[config.mk]
export PLATFORM = sky130hd
export DESIGN_NAME = bnn_popcount_acc
export DESIGN_NICKNAME = d
export VERILOG_FILES = /design/src/rtl/bnn_pkg.sv /design/src/rtl/sat_add_7b.sv /design/src/rtl/bnn_popcount_acc.sv
export SDC_FILE = /design/constraint.sdc
export NUM_CORES = 1
export LEC_CHECK = 0
export BUFFER_PORTS_ARGS = -buffer_cell sky130_fd_sc_hd__buf_4
export CAP_MARGIN = 20
export CORE_MARGIN = 2
export CORE_UTILIZATION = 30
export CTS_CLUSTER_DIAMETER = 150
export DETAILED_ROUTE_END_ITERATION = 7
export GPL_ROUTABILITY_DRIVEN = 0
export PLACE_DENSITY = 0.57
export SLEW_MARGIN = 20
export SYNTH_ARGS = -nofsm -noshare
export SYNTH_HDL_FRONTEND = slang
export SYNTH_SLANG_ARGS = --single-unit
[constraint.sdc]
create_clock -name clk -period 8.8 [get_ports clk]
set_clock_uncertainty 0.1 [all_clocks]
set_input_delay 1.76 -clock clk [delete_from_list [all_inputs] [get_ports clk]]
set_output_delay 1.76 -clock clk [all_outputs]
set_load 0.02 [all_outputs]
[src/rtl/bnn_pkg.sv]
// Shared types and constants for the binary-neuron datapath.
package bnn_pkg;

    parameter int unsigned ACC_W = 7;
    parameter int ACC_MAX = 63;
    parameter int ACC_MIN = -64;

    typedef enum logic {
        StAccum,
        StHold
    } acc_state_e;

endpackage

[src/rtl/sat_add_7b.sv]
// Combinational signed add that clamps to the representable range and flags overflow.
module sat_add_7b #(
    parameter int unsigned W = bnn_pkg::ACC_W
) (
    input  logic [W-1:0] a_i,
    input  logic [W-1:0] b_i,
    output logic [W-1:0] sum_o,
    output logic         ovf_o
);

    logic [W-1:0] raw;

    always_comb begin
        raw   = a_i + b_i;
        // Like-signed operands producing an opposite-signed result have wrapped.
        ovf_o = (a_i[W-1] == b_i[W-1]) && (raw[W-1] != a_i[W-1]);
        if (ovf_o) begin
            sum_o = a_i[W-1] ? {1'b1, {(W-1){1'b0}}} : {1'b0, {(W-1){1'b1}}};
        end else begin
            sum_o = raw;
        end
    end

endmodule

[src/rtl/bnn_popcount_acc.sv]
// Saturating signed accumulator for one binary neuron: sums +/-1 product bits onto a bias
// and presents the final sum, its sign and a sticky saturation flag.
module bnn_popcount_acc #(
    parameter int unsigned N     = 4,
    parameter int unsigned ACC_W = 7
) (
    input  logic             clk,
    input  logic             rst,
    input  logic [ACC_W-1:0] bias,
    input  logic             in_valid,
    output logic             in_ready,
    input  logic [N-1:0]     in_bits,
    input  logic             in_last,
    output logic             out_valid,
    input  logic             out_ready,
    output logic [ACC_W-1:0] out_sum,
    output logic             out_sign,
    output logic             out_sat
);

    import bnn_pkg::*;

    function automatic logic [ACC_W-1:0] popcount(input logic [N-1:0] bits);
        logic [ACC_W-1:0] cnt;
        cnt = '0;
        for (int i = 0; i < int'(N); i++) begin
            cnt = cnt + ACC_W'(bits[i]);
        end
        return cnt;
    endfunction

    acc_state_e       state_q, state_d;
    logic             first_q, first_d;
    logic             sat_q, sat_d;
    logic [ACC_W-1:0] acc_q, acc_d;

    logic [ACC_W-1:0] contrib;
    logic [ACC_W-1:0] acc_base;
    logic [ACC_W-1:0] acc_next;
    logic             acc_ovf;
    logic             accept;

    // 2*popcount - N, wrapping arithmetic yields the two's-complement contribution.
    assign contrib  = (popcount(in_bits) << 1) - ACC_W'(N);
    assign acc_base = first_q ? bias : acc_q;
    assign accept   = in_valid && (state_q == StAccum);

    sat_add_7b #(
        .W (ACC_W)
    ) u_sat_add (
        .a_i   (acc_base),
        .b_i   (contrib),
        .sum_o (acc_next),
        .ovf_o (acc_ovf)
    );

    always_comb begin
        state_d = state_q;
        first_d = first_q;
        sat_d   = sat_q;
        acc_d   = acc_q;
        unique case (state_q)
            StAccum: begin
                if (accept) begin
                    acc_d   = acc_next;
                    first_d = 1'b0;
                    // A first beat starts a fresh neuron, so prior stickiness is dropped.
                    sat_d   = (first_q ? 1'b0 : sat_q) | acc_ovf;
                    if (in_last) begin
                        state_d = StHold;
                    end
                end
            end
            StHold: begin
                if (out_ready) begin
                    state_d = StAccum;
                    first_d = 1'b1;
                    sat_d   = 1'b0;
                end
            end
            default: begin
                state_d = StAccum;
            end
        endcase
    end

    always_ff @(posedge clk) begin
        if (rst) begin
            state_q <= StAccum;
            first_q <= 1'b1;
            sat_q   <= 1'b0;
            acc_q   <= '0;
        end else begin
            state_q <= state_d;
            first_q <= first_d;
            sat_q   <= sat_d;
            acc_q   <= acc_d;
        end
    end

    assign in_ready  = (state_q == StAccum);
    assign out_valid = (state_q == StHold);
    assign out_sum   = acc_q;
    assign out_sign  = ~acc_q[ACC_W-1];
    assign out_sat   = sat_q;

endmodule

After elaboration in Yosys (flattened, before gate mapping). Cells that the tools add are included.

Magnitude comparators: 0. Equality and inequality tests: 4. Muxes and demuxes: 14. Multiply operators: 0. Divide/modulo/power cells: 0. $add $sub $neg: 5. Reductions and logical operators: 4. Shifts and indexed selects: 0. Bitwise logic cells: 3.

Operators with widths (count): $mux W7 (3); $mux W1 (8); $add A7 B7 Y7 (1); $pmux W1 S2 (3); $sub A5 B3 Y6 const B (1); $add A3 B1 Y4 (1); $reduce_and A2 Y1 (2); $add A2 B1 Y3 (1); $add A1 B1 Y2 (1); $logic_and A1 B1 Y1 (2); $ne A2 B1 Y1 const B (1); $ne A2 B2 Y1 const B (1); $not A1 Y1 (2); $eq A1 B1 Y1 (1); $ne A1 B1 Y1 (1); $or A1 B1 Y1 (1).

Bits in writable memories: 0. Output and inout port bits: 11. Flip-flop bits (word level): 10. Bits in latches: 0. Input bits: 16. Memories: 0. Logic and storage cells: 34. Memory bits (read-only): 0.

Depth between registers and ports, before layout. Gate-level depths: netlist (run 1).

Word-level depth: 10. Mapped depth: 12. Depth with buffers taken out: 12.

Cells and area by module. From an unflattened synthesis (run 1), not the netlist that was laid out.

Cell total of the unflattened synthesis: 104. Area total of the unflattened synthesis: 874.6 µm².

Modules (own cells, without submodules): bnn_popcount_acc (instances 1, sequential area each 200.2 µm², cells each 62, area each 513.0 µm²); sat_add_7b (instances 1, sequential area each 0.0 µm², cells each 42, area each 361.6 µm²).

Worst setup path before layout (run 1). Ideal clock, no wire load.

Path kind: in2reg. Start: input port in_bits[0]. End: register sat_q, in the netlist out_sat. Slack: 4616 ps. Setup time: 126 ps. Data required time: 8574 ps. Arrival time: 3958 ps. Path buffers: 0. Stages: 12. Cells stage by stage: inv_1 > fa_1 > inv_1 > ha_1 > inv_1 > ha_1 > inv_1 > ha_1 > a211oi_2 > o31ai_4 > mux2i_1 > o21ai_1.

Word-level cells in the longest chain between the ends: 10. Elaborated cells between the ends (all ways): 11. Classes of those cells: add/sub: 5; eq/ne: 2; mux: 2; bitwise: 1; reduce/logical: 1.

Ends and longest elaborated chain: start, declared (RTL line bnn_popcount_acc.sv:12) `input logic [N-1:0] in_bits,`; $add A1 B1 Y2 * (RTL line bnn_popcount_acc.sv:27) `cnt = cnt + ACC_W'(bits[i]);`; $add A2 B1 Y3 * (RTL line bnn_popcount_acc.sv:27); $add A3 B1 Y4 * (RTL line bnn_popcount_acc.sv:27); $sub A5 B3 Y6 * (RTL line bnn_popcount_acc.sv:44) `assign contrib = (popcount(in_bits) << 1) - ACC_W'(N);`; $add A7 B7 Y7 (RTL line sat_add_7b.sv:14) `raw = a_i + b_i;`; $ne A1 B1 Y1 (RTL line sat_add_7b.sv:16) `ovf_o = (a_i[W-1] == b_i[W-1]) && (raw[W-1] != a_i[W-1]);`; $logic_and A1 B1 Y1 * (RTL line sat_add_7b.sv:16); $or A1 B1 Y1 * (RTL line bnn_popcount_acc.sv:68) `sat_d = (first_q ? 1'b0 : sat_q) | acc_ovf;`; $mux W1 * (RTL line bnn_popcount_acc.sv:64) `if (accept) begin`; $pmux W1 S2 * (RTL line bnn_popcount_acc.sv:62) `unique case (state_q)`; end signal, assigned (RTL line bnn_popcount_acc.sv:96) `sat_q <= sat_d;`; end, declared (RTL line bnn_popcount_acc.sv:34) `logic sat_q, sat_d;`.

Mark *: on every way between the ends. The rest lies on a longest branch, timed or not. The select of a mux whose other input is x is not followed. A chain may end at the register's enable or synchronous reset.

Final worst setup path (run 1).
Start: input port in_bits[1]. End: register acc_q[5], in the netlist out_sum[5].

Word-level cells in the longest chain between the ends: 8. Elaborated cells between the ends (all ways): 9. Classes of those cells: add/sub: 5; eq/ne: 2; mux: 1; reduce/logical: 1.

Ends and longest elaborated chain: $add A1 B1 Y2 * (RTL line bnn_popcount_acc.sv:27); $add A2 B1 Y3 * (RTL line bnn_popcount_acc.sv:27); $add A3 B1 Y4 * (RTL line bnn_popcount_acc.sv:27); $sub A5 B3 Y6 * (RTL line bnn_popcount_acc.sv:44); $add A7 B7 Y7 (RTL line sat_add_7b.sv:14); $ne A1 B1 Y1 (RTL line sat_add_7b.sv:16); $logic_and A1 B1 Y1 (RTL line sat_add_7b.sv:16); $mux W7 * (RTL line sat_add_7b.sv:17) `if (ovf_o) begin`; end signal, assigned (RTL line bnn_popcount_acc.sv:92) `acc_q <= '0;`; end signal, assigned (RTL line bnn_popcount_acc.sv:97) `acc_q <= acc_d;`; end, declared (RTL line bnn_popcount_acc.sv:35) `logic [ACC_W-1:0] acc_q, acc_d;`.

Mark *: on every way between the ends. The rest lies on a longest branch, timed or not.

==> key figures, run 1 <==
Synth
  – Seq/Total Area, Yosys: 0.2610
  – Avg Cell Area, Syn: 8.816 um^2
  – Synth top area cells: dfxtp_1 (26%), ha_1 (11%), mux2_2 (7.3%)
  – Largest family of logic cells by synthesized area: compound AO/OA/AOI/OAI gates
  – Leading area contributor after synthesis: dfxtp_1
  – Share of the synthesized area in the top cell type: 0.2610
  – Mapped Area: 767.0 um^2
  – Yosys warns: 0
  – Synth Area in Adders: 0.1664
  – Simple-gate share of the synthesized area: 0.09462
  – Synth Area in XOR/XNOR: 0.02284
  – Syn_nets: 112
  – Post-synthesis mux area share: 0.1060
  – Synth Instances: 87
  – Yosys reg bits: 10
  – Post-synthesis compound-gate area fraction: 0.2708
  – Distinct cell type count after synthesis: 31

Hold path
  – Class of the worst hold path: reg2reg

Layout
  – Fin util: 0.4159
  – Net count, final: 141
  – Ant diodes: 0
  – Commonest cells after routing, fill and taps aside: buf_4 (26), inv_1 (12), o21ai_0 (10), dfxtp_1 (10), a21oi_1 (8)
  – Share of layout cells above drive strength 1: 0.3565
  – Syn-to-layout area delta: 33.12%
  – Most common cell after layout, fill and taps aside: buf_4

CTS
  – Clk root buf: clkbuf_4
  – Clock transition at path regs: 0.07 ns
  – Worst skew pair latency: 0.27 ns
  – Post-CTS sizing: 0
  – Clock Path Buffers: 2
  – H-tree depth: 1
  – CTS tree: yes
  – Clock Sink Count: 10
  – Postcts setup bufs: 0
  – CTS hold repair buffers: 0
  – TritonCTS buffer count: 3

Power and ir drop
  – Leakage dissipation: 0.4817 nW
  – Worst vdd ir: 0.1406 mV
  – Total power: 0.0001789 W
  – Pwr dens: 175.2 nW/um^2

Placement
  – Port bufs: 26
  – Post-DP HPWL: 1418 um
  – Pre-CTS setup slack: 4.333 ns

Floorplanning
  – Initial Utilization: 0.3124
  – Core ar.: 2455 um^2
  – Die footprint: 2977 um^2
  – IO Pins: 27
  – Die width: 54.57 um
  – Row Count: 18
  – Die Ht: 54.57 um

Critical path
  – FF-to-FF Start: first_q$_SDFFE_PP1P_
  – Biggest cell delay along the critical path: 0.41 ns
  – CP Launch Type: input pin
  – Worst EP required: 8.84 ns
  – Cells along the critical path: buf_4, inv_1, fa_1, inv_1, ha_1, inv_1, ha_1, inv_1, ha_1, a211oi_2, o31ai_4, a21oi_2, a211oi_1
  – CP Class: in2reg
  – CP startpoint: in_bits[1]
  – Flop2flop setup slack: 6.32 ns
  – Crit path to: out_sum[5]$_SDFFE_PP0P_
  – R2R cell count: 6
  – Worst EP arrival: 4.20 ns
  – Critical path's slowest cell: fa_1
  – CP max FO: 8
  – CP dominant cell by count: inv_1
  – CP Capture Type: flop
  – Reg2reg end: out_sat$_SDFFE_PP0P_

Route
  – Antenna-violating nets left: 0
  – DR vias/cell: 4.800
  – Final WL: 1713 um
  – Pre-antenna DRT Iters: 4
  – Via count: 696
  – Remaining DRCs: 0
  – Drt initial violations: 5
  – Wire per inst: 11.81 um

Global route
  – Tot GR Track Use: 0.1350
  – First-pass GRT wire length: 2829 um
  – Initial antenna violation count: 0
  – Global route overflow: 0
  – Vias in the first global route: 645
  – Largest net degree at the start of global routing: 10

STA
  – Setup TNS: 0 ns
  – Post-layout minimum cycle time: 4.159 ns
  – # setup viols final: 0
  – Final worst-path cycle share: 0.4727
  – Final hold viol count: 0
  – Max-slew headroom: 0.6678
  – Count of pins over their slew limit: 0
  – Fmax: 0.2404 GHz
  – Pin slew with the least headroom to its limit: 0.4973 ns
  – Hold slack: 0.3974 ns
  – Final setup margin: 4.641 ns
  – Unrepaired setup endpoints after global routing: false

Outcome
  – Status: completed

Job
  – MaxCap Viol Count: 0
-- logic make-up (layout without fill, tap and decap cells) --
family	count (synthesis)	count (layout)
DFF	10	10
muxes	7	7
xor gates and xnor gates	2	2
and+or+nand+nor	15	15
buffers and inverters	14	42
adders and majority gates	9	9
AOI/OAI and AO/OA	30	30
-- power breakdown --
part / total, W / internal [W] / switching (W) / leakage [nW]
clock network: 0.0000416 / 0.0000252 / 0.0000164 / 0.0210
logic: 0.0000806 / 0.0000374 / 0.0000433 / 0.378
registers: 0.0000566 / 0.0000512 / 0.00000541 / 0.0829
total: 0.000179 / 0.000114 / 0.0000651 / 0.482
-- worst max-delay path, delay by kind of cell --
family	cells	cell delay, ns
AOI/OAI and AO/OA	4	0.96
adders and majority gates	4	1.14
buffers and inverters	5	0.32
-- cell usage after synthesis, drive strengths merged --
library cell	count
a211oi	3
a21oi	9
a221oi	1
and2	1
buf	1
clkbuf	1
dfxtp	10
fa	2
ha	7
inv	12
mux2	6
mux2i	1
nand2	4
nand2b	1
nor2	5
nor2b	2
nor3	1
o211a	1
o211ai	1
o21ai	11
o21bai	1
o22ai	1
o2bb2ai	1
o31ai	1
or3	1
xnor2	2
-- area by class of cell --
cell class,instances,area [um^2]
Sequential cell,10,200.2
Fill cell,251,1434
Tap cell,30,37.54
Timing Repair Buffer,26,195.2
Clock buffer,4,36.28
Multi-Input combinational cell,63,506.7
Inverter,12,45.04
-- registers in the layout, indices dropped and copies added, names as in the netlist --
signal	flops
first_q	1
out_sum	7
out_valid	1
out_sat	1
-- through the flow --
step / instance area, um^2 / instances
floorplan: 767.0 / 87
global placement: 984.7 / 141
detailed placement: 984.7 / 141
CTS: 1021 / 145
global route: 1021 / 145
finish: 1021 / 145
-- worst min path at each step --
stage | cells past startpoint | to | slack, ns | start
floorplan | 2 | out_sat$_SDFFE_PP0P_ | 0.46 | out_sat$_SDFFE_PP0P_
global placement | 2 | out_sat$_SDFFE_PP0P_ | 0.38 | out_sat$_SDFFE_PP0P_
detailed placement | 2 | out_sat$_SDFFE_PP0P_ | 0.39 | out_sat$_SDFFE_PP0P_
CTS | 2 | out_sat$_SDFFE_PP0P_ | 0.40 | out_sat$_SDFFE_PP0P_
global route | 2 | out_sat$_SDFFE_PP0P_ | 0.43 | out_sat$_SDFFE_PP0P_
finish | 2 | out_sat$_SDFFE_PP0P_ | 0.40 | out_sat$_SDFFE_PP0P_
-- per-layer routing --
metal | part of all wire | routed length (um) | up-vias | track usage
li1 | - | - | 364 | -
met1 | 0.47 | 800 | 314 | 0.1692
met2 | 0.46 | 792 | 18 | 0.2209
met3 | 0.070 | 120 | 0 | 0.06011
met4 | 0 | 0 | 0 | 0.01250
met5 | 0 | 0 | - | 0
(Power assumes the default switching activity.)
==> run 2, diff against run 1 <==
Settings changed: PLACE_DENSITY 0.57 to 0.59.
Clock period 8.8 ns to 3.67 ns, I/O delays scaled along.
==> key figures, run 2 (same netlist as run 1, synthesis figures left out) <==
Route
  – Pre-antenna DRT Iters: 4 (unchanged)
  – Wire per inst: 11.86 um (+0.35%)
  – Via count: 672 (-3.4%)
  – Antenna-violating nets left: 0 (unchanged)
  – DR vias/cell: 4.634 (-3.4%)
  – Remaining DRCs: 0 (unchanged)
  – Drt initial violations: 10 (+5)
  – Final WL: 1719 um (+0.35%)

Global route
  – Initial antenna violation count: 0 (unchanged)
  – Met3 GRT Util: 0.06011 (unchanged)
  – Tot GR Track Use: 0.1253 (-0.009758)
  – Met2 Resource Use GR: 0.1948 (-0.02610)
  – Most Used Layer, Global Route: met2
  – Largest net degree at the start of global routing: 10 (unchanged)
  – Vias in the first global route: 622 (-3.6%)
  – Met1 Use GR: 0.1573 (-0.01187)
  – Global route overflow: 0 (unchanged)
  – First-pass GRT wire length: 2594 um (-8.3%)

Critical path
  – FF-to-FF Start: first_q$_SDFFE_PP1P_
  – Worst EP arrival: 3.22 ns (-0.98 ns)
  – CP Launch Type: input pin
  – CP Class: in2reg
  – CP startpoint: in_bits[1]
  – CP Capture Type: flop
  – Worst EP required: 3.71 ns (-5.13 ns)
  – CP max FO: 8 (unchanged)

Power and ir drop
  – Leakage dissipation: 0.4817 nW (unchanged)
  – Pwr dens: 419.5 nW/um^2 (+140%)
  – Worst vdd ir: 0.2496 mV (+78%)

Layout
  – Net count, final: 141 (unchanged)
  – Number of flip-flops in the largest register: 7 (unchanged)
  – Commonest cells after routing, fill and taps aside: buf_4 (26), inv_1 (12), o21ai_0 (10), dfxtp_1 (10), a21oi_1 (8)
  – Share of layout cells above drive strength 1: 0.3565 (unchanged)
  – Fin util: 0.4159 (unchanged)
  – Syn-to-layout area delta: 33.12% (unchanged)
  – Most common cell after layout, fill and taps aside: buf_4
  – Ant diodes: 0 (unchanged)

STA
  – Max-slew headroom: 0.6444 (-0.02336)
  – # setup viols final: 0 (unchanged)
  – Fmax: 0.3144 GHz
  – Pin slew with the least headroom to its limit: 0.5323 ns (+0.03498 ns)
  – Count of pins over their slew limit: 0 (unchanged)
  – Unrepaired setup endpoints after global routing: false
  – Final hold viol count: 0 (unchanged)
  – Post-layout minimum cycle time: 3.181 ns
  – Final worst-path cycle share: 0.8667
  – Setup TNS: 0 ns (unchanged)

Job
  – MaxCap Viol Count: 0 (unchanged)

Floorplanning
  – Die width: 54.57 um (unchanged)
  – Die Ht: 54.57 um (unchanged)
  – Initial Utilization: 0.3124 (unchanged)
  – IO Pins: 27 (unchanged)
  – Die footprint: 2977 um^2 (unchanged)
  – Row Count: 18 (unchanged)
  – Core ar.: 2455 um^2 (unchanged)

CTS
  – TritonCTS buffer count: 3 (unchanged)
  – Clk root buf: clkbuf_4
  – Clock Path Buffers: 2 (unchanged)
  – CTS hold repair buffers: 0 (unchanged)
  – Postcts setup bufs: 0 (unchanged)
  – Clock Sink Count: 10 (unchanged)
  – Clock transition at path regs: 0.06 ns (about the same)
  – Post-CTS sizing: 0 (unchanged)
  – H-tree depth: 1 (unchanged)
  – CTS tree: yes
  – Worst skew pair latency: 0.27 ns (about the same)

Hold path
  – Hold Startpoint: out_sum[6]$_SDFFE_PP0P_
  – Class of the worst hold path: reg2reg

Outcome
  – Status: completed

Placement
  – Post-DP HPWL: 1395 um (-1.6%)
  – Port bufs: 26 (unchanged)
run 2: cell counts in the layout (fill, tap and decap cells not counted):
No cell type changed its count.
run 2: layer usage:
metal | vias up | wire (um) | share of wire
li1 | 360 | - | -
met1 | 289 | 827 | 0.48
met2 | 20 | 771 | 0.45
met3 | 3 | 110 | 0.064
met4 | 0 | 9 | 0.0052
met5 | - | 0 | 0
run 2: worst paths after layout:
check	endpoint	slack [ns]	cells after the start
max	out_sat$_SDFFE_PP0P_	0.49	13
min	out_sum[6]$_SDFFE_PP0P_	0.40	2
max reg2reg	out_sat$_SDFFE_PP0P_	1.14	6
min reg2reg	out_sum[6]$_SDFFE_PP0P_	0.40	2
run 2: layout make-up:
class | instances | area (um^2)
Clock buffer | 4 | 36.28
Tap cell | 30 | 37.54
Inverter | 12 | 45.04
Multi-Input combinational cell | 63 | 506.7
Fill cell | 248 | 1434
Timing Repair Buffer | 26 | 195.2
Sequential cell | 10 | 200.2
run 2: stage by stage:
stage          total power [W]  worst slack [ns]  std cells  hold slack [ns]  cell area [um^2]
2_1_floorplan        0.0002743            0.5123         87           0.4565             767.0
3_3_place_gp         0.0003308            0.2991        141           0.3771             984.7
3_5_place_dp         0.0003342            0.2034        141           0.3945             984.7
4_1_cts              0.0004349            0.4838        145           0.4036              1021
5_1_grt              0.0004614            0.2804        145           0.4197              1021
6_report             0.0004283            0.4891        145           0.4037              1021
run 2: where the power goes:
| part | switching (W) | internal (W) | leakage, nW | total, W |
|---|---|---|---|---|
| sequential | 0.0000125 | 0.000123 | 0.0829 | 0.000135 |
| combinational | 0.000105 | 0.0000902 | 0.378 | 0.000195 |
| clock | 0.0000374 | 0.0000603 | 0.0210 | 0.0000977 |
| total | 0.000155 | 0.000273 | 0.482 | 0.000428 |
run 2: worst max-delay path: stages:
cell	delay, ns
buf_4	0.11
inv_1	0.07
fa_1	0.41
inv_1	0.07
ha_1	0.13
inv_1	0.04
ha_1	0.31
inv_1	0.05
ha_1	0.28
a211oi_2	0.09
o31ai_4	0.40
mux2i_1	0.38
o21ai_1	0.13
